$ cat src/rtl/masked_subbytes_seq.sv
// masked_subbytes_seq: byte-serial masked AES SubBytes sequencer.
// Accepts a 16-byte Boolean-shared state and feeds one shared byte per cycle
// to an external masked forward S-box. It collects the shared results
// SBOX_LATENCY cycles later and presents the full shared state. Shares are
// never combined.
//
// Ports
//   in_clock, in_reset     clock, async active-low reset
//   in_state/in_valid      masked input state (share s at [128s +: 128],
//                          byte k of a share at [8k +: 8]); out_ready high in IDLE
//   out_sbox_a             shared byte to the S-box (share s at [8s +: 8])
//   in_sbox_b              shared S-box result, same layout
//   in_rnd_valid           S-box randomness available this cycle
//   out_rnd_take           randomness consumed (byte issued) this cycle
//   out_state/out_valid    masked SubBytes result; held until in_ready
//
// Build option
//   MASKED_SUBBYTES_IDLE_ZERO_EN: out_sbox_a reads as all-zero shares in
//   every non-issue cycle, and the input register is cleared on entering DONE.
module masked_subbytes_seq #(
    parameter int unsigned NUM_SHARES   = 2,
    parameter int unsigned SBOX_LATENCY = 3
) (
    input  logic                        in_clock,
    input  logic                        in_reset,
    input  logic [16*NUM_SHARES*8-1:0]  in_state,
    input  logic                        in_valid,
    output logic                        out_ready,
    output logic [NUM_SHARES*8-1:0]     out_sbox_a,
    input  logic [NUM_SHARES*8-1:0]     in_sbox_b,
    input  logic                        in_rnd_valid,
    output logic                        out_rnd_take,
    output logic [16*NUM_SHARES*8-1:0]  out_state,
    output logic                        out_valid,
    input  logic                        in_ready
);

    localparam int unsigned SHARE_W   = 128;
    localparam int unsigned STATE_W   = SHARE_W * NUM_SHARES;
    localparam int unsigned LANE_W    = 8 * NUM_SHARES;
    localparam logic [3:0]  LAST_BYTE = 4'd15;

    typedef enum logic [1:0] {
        IDLE  = 2'd0,
        ISSUE = 2'd1,
        DRAIN = 2'd2,
        DONE  = 2'd3
    } state_e;

    state_e                    state_q, state_d;
    logic [STATE_W-1:0]        in_reg_q, in_reg_d;
    logic [STATE_W-1:0]        out_state_q, out_state_d;
    logic [LANE_W-1:0]         sbox_a_q, sbox_a_d;
    logic [3:0]                issue_cnt_q, issue_cnt_d;
    logic [3:0]                cap_cnt_q, cap_cnt_d;
    logic [SBOX_LATENCY-1:0]   vld_sr_q, vld_sr_d;
    logic                      out_valid_q, out_valid_d;
    logic                      take;
    logic                      cap_fire;

    // Gather byte k of every share into one lane, shares kept in separate fields.
    function automatic logic [LANE_W-1:0] get_lane(input logic [STATE_W-1:0] st,
                                                   input logic [3:0] k);
        logic [LANE_W-1:0] lane;
        lane = '0;
        for (int unsigned s = 0; s < NUM_SHARES; s++) begin
            lane[8*s +: 8] = st[SHARE_W*s + 8*32'(k) +: 8];
        end
        return lane;
    endfunction

    assign take     = in_rnd_valid && (state_q == ISSUE);
    assign cap_fire = vld_sr_q[SBOX_LATENCY-1];

    // Next-state and datapath updates.
    always_comb begin
        state_d     = state_q;
        in_reg_d    = in_reg_q;
        out_state_d = out_state_q;
        sbox_a_d    = sbox_a_q;
        issue_cnt_d = issue_cnt_q;
        cap_cnt_d   = cap_cnt_q;
        out_valid_d = out_valid_q;
        vld_sr_d    = vld_sr_q << 1;
        vld_sr_d[0] = take;

        case (state_q)
            IDLE: begin
                if (in_valid) begin
                    in_reg_d    = in_state;
                    // Preload byte 0 so it is on the S-box port in the first ISSUE cycle.
                    sbox_a_d    = get_lane(in_state, 4'd0);
                    issue_cnt_d = 4'd0;
                    cap_cnt_d   = 4'd0;
                    state_d     = ISSUE;
                end
            end
            ISSUE: begin
                if (take) begin
                    if (issue_cnt_q == LAST_BYTE) begin
                        state_d = DRAIN;
                    end else begin
                        issue_cnt_d = issue_cnt_q + 4'd1;
                        sbox_a_d    = get_lane(in_reg_q, issue_cnt_q + 4'd1);
                    end
                end
            end
            DRAIN: begin
            end
            DONE: begin
                if (in_ready) begin
                    out_valid_d = 1'b0;
                    state_d     = IDLE;
                end
            end
            default: state_d = IDLE;
        endcase

        // Capture the shared result of the byte issued SBOX_LATENCY cycles ago.
        if (cap_fire) begin
            for (int unsigned s = 0; s < NUM_SHARES; s++) begin
                out_state_d[SHARE_W*s + 8*32'(cap_cnt_q) +: 8] = in_sbox_b[8*s +: 8];
            end
            if (cap_cnt_q == LAST_BYTE) begin
                if (state_q == DRAIN) begin
                    state_d     = DONE;
                    out_valid_d = 1'b1;
`ifdef MASKED_SUBBYTES_IDLE_ZERO_EN
                    in_reg_d    = '0;
`endif
                end
            end else begin
                cap_cnt_d = cap_cnt_q + 4'd1;
            end
        end
    end

    // State and datapath registers.
    always_ff @(posedge in_clock or negedge in_reset) begin
        if (!in_reset) begin
            state_q     <= IDLE;
            in_reg_q    <= '0;
            out_state_q <= '0;
            sbox_a_q    <= '0;
            issue_cnt_q <= 4'd0;
            cap_cnt_q   <= 4'd0;
            vld_sr_q    <= '0;
            out_valid_q <= 1'b0;
        end else begin
            state_q     <= state_d;
            in_reg_q    <= in_reg_d;
            out_state_q <= out_state_d;
            sbox_a_q    <= sbox_a_d;
            issue_cnt_q <= issue_cnt_d;
            cap_cnt_q   <= cap_cnt_d;
            vld_sr_q    <= vld_sr_d;
            out_valid_q <= out_valid_d;
        end
    end

    assign out_ready    = (state_q == IDLE);
    assign out_rnd_take = take;
    assign out_state    = out_state_q;
    assign out_valid    = out_valid_q;

`ifdef MASKED_SUBBYTES_IDLE_ZERO_EN
    // Registered byte is exposed only while it is actually being issued.
    assign out_sbox_a = take ? sbox_a_q : '0;
`else
    assign out_sbox_a = sbox_a_q;
`endif

endmodule

$ cat config.mk
export PLATFORM = sky130hd
export DESIGN_NAME = masked_subbytes_seq
export DESIGN_NICKNAME = d
export VERILOG_FILES = /design/src/rtl/masked_subbytes_seq.sv
export SDC_FILE = /design/constraint.sdc
export NUM_CORES = 1
export LEC_CHECK = 0
export BUFFER_PORTS_ARGS = -buffer_cell sky130_fd_sc_hd__buf_2
export CAP_MARGIN = 20
export CORE_UTILIZATION = 45
export CTS_CLUSTER_SIZE = 24
export DETAILED_ROUTE_END_ITERATION = 10
export HOLD_SLACK_MARGIN = 0.03
export PLACE_DENSITY_LB_ADDON = 0.15
export SYNTH_ARGS = -nofsm -noshare
export SYNTH_HDL_FRONTEND = slang
export SYNTH_SLANG_ARGS = --single-unit
$ cat constraint.sdc
create_clock -name in_clock -period 3.9 [get_ports in_clock]
set_input_delay 0.78 -clock in_clock [delete_from_list [all_inputs] [get_ports in_clock]]
set_output_delay 0.78 -clock in_clock [all_outputs]
set_load 0.1 [all_outputs]
Word-level counts from Yosys, hierarchy flattened:

Cells that the tools add are included.

* register bits after elaboration: 542
* input bits: 277
* output and inout bits: 275
* logic and storage cells: 60

* $add $sub $neg: 6
* equal/unequal tests: 8
* shift-type cells: 6
* mux-type cells: 27
* reduce and logical (&&, ||, !) cells: 5

Operators by type and width (count)
* 256-bit bitwise mux: 2
* 8-bit by 34-bit variable shift with 256-bit output (first input constant): 2
* 8-bit by 34-bit indexed part select with 256-bit output: 2
* 256-bit by 10-bit indexed part select with 8-bit output: 1
* 256-bit by 8-bit indexed part select with 8-bit output: 1
* 16-bit 2-to-1 mux: 3
* 7-bit negator with 34-bit output: 1
* 9-bit negator with 34-bit output: 1
* 16-bit case mux with 2 select lines: 1
* 4-bit 2-to-1 mux: 7
* 8-bit by 7-bit adder with 9-bit output (first input constant): 2
* 2-bit 2-to-1 mux: 7
* 4-bit by 1-bit adder with 4-bit output (second input constant): 2
* 4-bit equality test (second input constant): 2
* 4-bit case mux with 2 select lines: 1
* 2-bit != test (second input constant): 3
* 2-bit case mux with 3 select lines: 1
* 1-bit 2-to-1 mux: 5
* 2-bit equality test (second input constant): 2
* 4-bit AND reduction: 1
* 2-bit by 1-bit equality test with 1-bit output (second input constant): 1
* 2-bit logical NOT: 1
* 2-bit AND reduction: 1
* 2-bit nonzero test: 1
* 1-bit logical AND: 1

Longest topological paths before layout:

Gate-level depths: netlist (run 1).

* word-level depth: 7
* mapped depth: 11
* mapped depth without buffers: 8

Least setup slack after synthesis (run 1):

OpenSTA, ideal clock, no wires.

* path kind: register to register
* start: register state_q[1]
* end: register in_reg_q[110]
* library setup time: 65 ps
* data arrival time: 2915 ps
* required time: 3835 ps
* slack: 919 ps
* stages on the path, launching flop included: 8
* path buffers: 3
* clock period less this slack: 2981 ps
* cells stage by stage: dfrtp_1 > nor2_1 > and2_0 > clkbuf_1 > clkbuf_1 > buf_2 > nand2_1 > nand2_1

* longest elaborated chain between the ends: 2

RTL lines
* from (decl): RTL line 50 `state_e state_q, state_d;`
* from (signal assigned): RTL line 150 `state_q <= state_d;`
* 2-bit logical NOT
* net out_ready: RTL line 28 `output logic out_ready,`
* 2-bit AND reduction (no line)
* to (signal assigned): RTL line 151 `in_reg_q <= in_reg_d;`
* to (decl): RTL line 51 `logic [STATE_W-1:0] in_reg_q, in_reg_d;`

The timed path passes the listed nets, and every way through them passes these cells.
A chain may end at the register's enable or synchronous reset.

Worst setup path after layout (run 1):

* start: register cap_cnt_q[0]
* end: register out_state_q[9] (netlist: out_state[9])

* longest elaborated chain between the ends: 4
* elaborated cells on any way between the ends: 9
* classes of those cells: add/sub (3); shift (4); mux (2)

RTL lines
* from (decl): RTL line 55 `logic [3:0] cap_cnt_q, cap_cnt_d;`
* from (signal assigned): RTL line 155 `cap_cnt_q <= cap_cnt_d;`
* 8-bit by 7-bit adder with 9-bit output or 7-bit negator with 34-bit output (tied branches): RTL line 122 `out_state_d[SHARE_W*s + 8*32'(cap_cnt_q) +: 8] = in_sbox_b[8*s +: 8];`
* 9-bit negator with 34-bit output, or another cell as far along: RTL line 122
* 8-bit by 34-bit indexed part select with 256-bit output, or another cell as far along: RTL line 122
* 256-bit bitwise mux *: RTL line 122
* to (signal assigned): RTL line 152 `out_state_q <= out_state_d;`
* to (decl): RTL line 52 `logic [STATE_W-1:0] out_state_q, out_state_d;`

Every way passes the cells marked *; elsewhere a longest branch is shown, timed or not.

==> impl_metrics.tcl, run 1 <==
set metrics [dict create \
    clkSinkCount 542 \
    routed_wl_mm 78.3 \
    hold_path.class "in -> async" \
    arrival_ps 3630 \
    yosysSeqAreaShare 0.573 \
    relSlewSlack 0.370 \
    layout_common_cells "nand2_1, buf_2, dfrtp_1" \
    htree_levels 2 \
    hold_viol 0 \
    drc_errors 0 \
    gp_congestion 0.890 \
    path_buf_inv 1 \
    io_buffers 551 \
    worst_path_max_delay_cell "o21ai_1" \
    ys.flop_type "dfrtp_1" \
    postSynth.asyncResetShare 1.00 \
    vias 19700 \
    cts.clk_slew.worst_paths_ps 60 \
    grtUsageTotal 0.289 \
    yosysTopAreaCellShare 0.573 \
    instances_no_fill 3569 \
    ys_top_cells_by_area "dfrtp_1, nand2_1, mux4_2" \
    tightest_slew_ps 943 \
    synth_nets 2635 \
    cp.required_ps 4360 \
    start_util 0.459 \
    synth_cells 2350 \
    clk-insertion-delay-late_ps 610 \
    max_freq_mhz 315 \
    rows 83 \
    start_kind "flip-flop" \
    cts_made_buffers 56 \
    hold_buffers 0 \
    setup_tns_ps 0 \
    status "completed" \
    die_x_um 231 \
    drive_above_1_share 0.292 \
    synth_enable_flop_cells 0 \
    fin_skew_ps 17.7 \
    setup_viol 0 \
    avgSynthCellArea_um2 10.1 \
    clockBufferDepth 3 \
    fin_crit_sh 0.814 \
    dieHeight_um 231 \
    slowest_delay_ps 760 \
    fin_crit_ps 3170 \
    place_area_mm2 0.0270 \
    cp_max_fo 16 \
    drt_iter0_markers 1638 \
    crit_path_end_kind "flip-flop" \
    synth-seq-cells 542 \
    final_common_cell "nand2_1" \
    finish.instance_area_mm2 0.0289 \
    grt_max_degree 96 \
    antenna_found_initial 27 \
    grt_pass1_wl_mm 117 \
    nets 3122 \
    placedCellCount 3459 \
    synth_top_area_cell "dfrtp_1" \
    synthToLayoutAreaGrowth_pct 22.0 \
    root_buffer "clkbuf_16" \
    cp_cell_sequence "inv_1, ha_1, o21ai_1, nand3_1, nand2_1, o21ai_0" \
    postRouteAntennaNets 0 \
    io_pins 552 \
    final_max_slew_viol_count 0 \
    wire_per_inst_um 21.9 \
    cts_resized 0 \
    grt_pass1_vias 19400 \
    max-cap-violations 0 \
    vias_per_cell 5.51 \
    syn_area_mm2 0.0237 \
    core_mm2 0.0516 \
    dr.pass1.iters 6 \
    critPathKind "reg -> reg" \
    ys_types 61 \
    cts_setup_buffers 0 \
    whs_ps 190 \
    cts_tree "yes" \
    overflow 0 \
    hpwl_mm 56.7 \
    dieArea_mm2 0.0536 \
    rsz0062_at_grt "false" \
    n_fill_cell 4598 \
    yosys_warnings 0 \
    cp_top_family "compound AO/OA/AOI/OAI gates" \
]
==> registers in the layout, summed over array words and instances (netlist names) <==
name         flops
state_q          2
vld_sr_q         3
out_valid        1
cap_cnt_q        4
issue_cnt_q      4
out_sbox_a      16
in_reg_q       256
out_state      256
==> logic make-up (layout without fill, tap and decap cells) <==
kind of cell | count (synthesis) | count (layout) | share of synthesized area
AOI/OAI and AO/OA | 397 | 397 | 0.115
xor gates and xnor gates | 5 | 5 | 0.00327
adders and majority gates | 8 | 8 | 0.00423
buffers and inverters | 171 | 698 | 0.0309
DFF | 542 | 542 | 0.573
muxes | 123 | 123 | 0.0888
other | 0 | 12 | 0
and+or+nand+nor | 1104 | 1104 | 0.185
==> synthesized netlist by cell type (all sizes together) (11+ instances only) <==
| library cell | instances |
|---|---|
| nand2 | 994 |
| dfrtp | 542 |
| o21ai | 160 |
| clkbuf | 104 |
| mux4 | 64 |
| buf | 58 |
| mux2 | 58 |
| nor2 | 38 |
| o22ai | 34 |
| nand3 | 32 |
| a32oi | 31 |
| o2bb2ai | 24 |
| o31ai | 24 |
| o21a | 23 |
| o221ai | 23 |
| a22oi | 18 |
| a22o | 17 |
| a31oi | 14 |
| a21oi | 11 |
==> metal layers <==
layer / part of all wire / track usage
met2: 0.50 / 0.485
met3: 0.070 / 0.0525
met4: 0.042 / 0.129
met5: 0.0018 / 0
met1: 0.39 / 0.365
==> layout make-up <==
type | count | area, um^2 | share of cell area
sequential | 542 | 13600 | 0.469
multi-input combinational | 1637 | 9430 | 0.326
timing repair buffer | 591 | 3160 | 0.109
clock buffer | 78 | 1630 | 0.0562
tap | 680 | 851 | 0.0294
clock inverter | 20 | 214 | 0.00740
inverter | 9 | 33.8 | 0.00117
antenna | 12 | 30.0 | 0.00104
==> metrics by stage <==
stage,setup slack (ps),utilization
finish,727,0.560
global route,478,0.560
CTS,761,0.559
detailed placement,784,0.524
global placement,843,0.524
floorplan,919,-
==> path summary, 6_finish.rpt <==
kind / slack (ps) / to / from / depth (start not counted)
setup / recovery: 730 / out_state[9] / cap_cnt_q[0] / 6
hold / removal: 190 / out_state[210] / in_reset / 1
setup reg to reg: 730 / out_state[9] / cap_cnt_q[0] / 6
hold reg to reg: 360 / vld_sr_q[2] / vld_sr_q[1] / 0
max in group asynchronous: 2670 / in_reg_q[234] / in_reset / 2
min in group in_clock: 360 / vld_sr_q[2] / vld_sr_q[1] / 0
Power of run 1 is left out: the tool's default activity adds up to more than one toggle a clock period on the data nets, which glitch-free logic cannot reach.
==> run 2, diff against run 1 <==
clock period = 3 ns   (was 3.9 ns; I/O delays follow)
==> run 2 against run 1 <==
Net effect: routed wire length shrank 1.1%; clock skew rose by 1.9 ps; via count increased by 1.1%; first-iteration DRC count rose by 6.1%; sequential share of layout area down 0.68 points; critical path type unchanged; critical endpoint is now out_state[139].
==> impl_metrics.tcl, run 2 (synthesis gave the netlist of run 1 again) <==
set metrics [dict create \
    status "completed" \
    io_pins 552 \
    tightest_slew_ps 949 \
    routed_wl_mm 77.4 \
    wire_per_inst_um 21.5 \
    cts_setup_buffers 0 \
    relSlewSlack 0.366 \
    grtUsageTotal 0.287 \
    cp_max_fo 16 \
    vias 19900 \
    htree_levels 2 \
    cp_top_family "simple AND/OR/NAND/NOR gates" \
    max_freq_mhz 357 \
    hpwl_mm 56.0 \
    synthToLayoutAreaGrowth_pct 23.8 \
    antenna_found_initial 16 \
    core_mm2 0.0516 \
    layout_common_cells "nand2_1, buf_2, dfrtp_1" \
    path_buf_inv 1 \
    regToRegSetupSlack_ps 200 \
    postRouteAntennaNets 0 \
    dieHeight_um 231 \
    cts_tree "yes" \
    worst_path_max_delay_cell "dfrtp_1" \
    cts_made_buffers 56 \
    io_buffers 551 \
    setup_viol 0 \
    cp.required_ps 3460 \
    grt_max_degree 115 \
    clockBufferDepth 3 \
    drt_iter0_markers 1738 \
    hold_path.class "in -> async" \
    final_common_cell "nand2_1" \
    start_kind "flip-flop" \
    clkSinkCount 542 \
    root_buffer "clkbuf_16" \
    grt_pass1_wl_mm 116 \
    dieArea_mm2 0.0536 \
    max-cap-violations 0 \
    rr_startpoint "cap_cnt_q[0]" \
    hold_viol 0 \
    overflow 0 \
    place_area_mm2 0.0273 \
    rows 83 \
    start_util 0.459 \
    critPathKind "reg -> reg" \
    final_max_slew_viol_count 0 \
    drc_errors 0 \
    crit_path_end_kind "flip-flop" \
    slowest_delay_ps 450 \
    rsz0062_at_grt "false" \
    cts.clk_slew.worst_paths_ps 60 \
    grt_pass1_vias 19600 \
    finish.instance_area_mm2 0.0293 \
    cp_cell_sequence "or2_2, nor2_1, ha_1, buf_4, and3_1, nand2_1, nand2_1, o21ai_0" \
    dr.pass1.iters 6 \
    clk-insertion-delay-late_ps 620 \
    die_x_um 231 \
    gp_congestion 0.906 \
    cp_common_cell "nand2_1" \
    nets 3146 \
    hold_buffers 0 \
    regToRegEndpoint "out_state[139]" \
    drive_above_1_share 0.299 \
    r2r_cells 8 \
    setup_tns_ps 0 \
    vias_per_cell 5.54 \
    arrival_ps 3260 \
    fin_skew_ps 19.5 \
    fin_crit_sh 0.932 \
    whs_ps 42.6 \
    fin_crit_ps 2800 \
]
-- run 2: cell types whose count changed in the layout (fill, tap and decap cells not counted), moves of 2 or more --
cell,before,now
buf_12,7,13
buf_4,33,51
bufinv_16,4,8
clkbuf_1,9,13
clkinv_2,11,4
clkinvlp_4,4,2
diode_2,12,9
nand2_1,993,991
nand2_2,0,2
nand3_1,28,26
nand3_2,3,5
-- run 2: what timing repair did --
item,4_1_cts,5_1_grt
setup endpoints to repair,0,104
gates resized for setup,0,8
hold endpoints to repair,0,0
-- run 2: final cells by class --
type	count	area, um^2
multi-input cells	1637	9460
well taps	680	851
clock inverters	17	309
fillers	4501	22300
diodes	9	22.5
clock buffers	84	1680
flip-flops and latches	542	13600
inverters	9	33.8
repair buffers	615	3410
-- run 2: how the worst max path moves through the flow --
stage                            start              to  slack, ps  cells past startpoint
final                     cap_cnt_q[0]  out_state[139]        200                      8
after global routing      cap_cnt_q[0]  out_state[166]         10                      6
after CTS                 cap_cnt_q[0]  out_state[205]         30                      8
after detailed placement  cap_cnt_q[0]  out_state[205]         60                      8
after global placement    cap_cnt_q[0]   out_state[78]        120                      8
after floorplan             state_q[1]   in_reg_q[110]         20                      7
-- run 2: worst reg2reg max path, cell delays in order, from the launching register on --
cell and delay (ps):
dfrtp_1 450, or2_2 350, nor2_1 100, ha_1 260
buf_4 290, and3_1 440, nand2_1 450, nand2_1 210
o21ai_0 100
-- run 2: through the flow --
stage | std cells | setup slack, ps | util
6_report | 3593 | 203 | 0.568
5_1_grt | 3591 | 9.95 | 0.568
3_5_place_dp | 3483 | 62.4 | 0.529
2_1_floorplan | 2350 | 19.5 | -
4_1_cts | 3584 | 29.4 | 0.567
3_3_place_gp | 3483 | 118 | 0.529
-- run 2: metal layers --
layer  GRT usage  part of all wire  vias up  wire, um
li1            -                 -     9046         -
met1       0.370              0.39     9815     30100
met2       0.473              0.49      857     38100
met3      0.0520             0.075      177      5770
met4       0.130             0.043        8      3350
met5           0           0.00062        -        48
Power of run 2 is left out for the same reason.
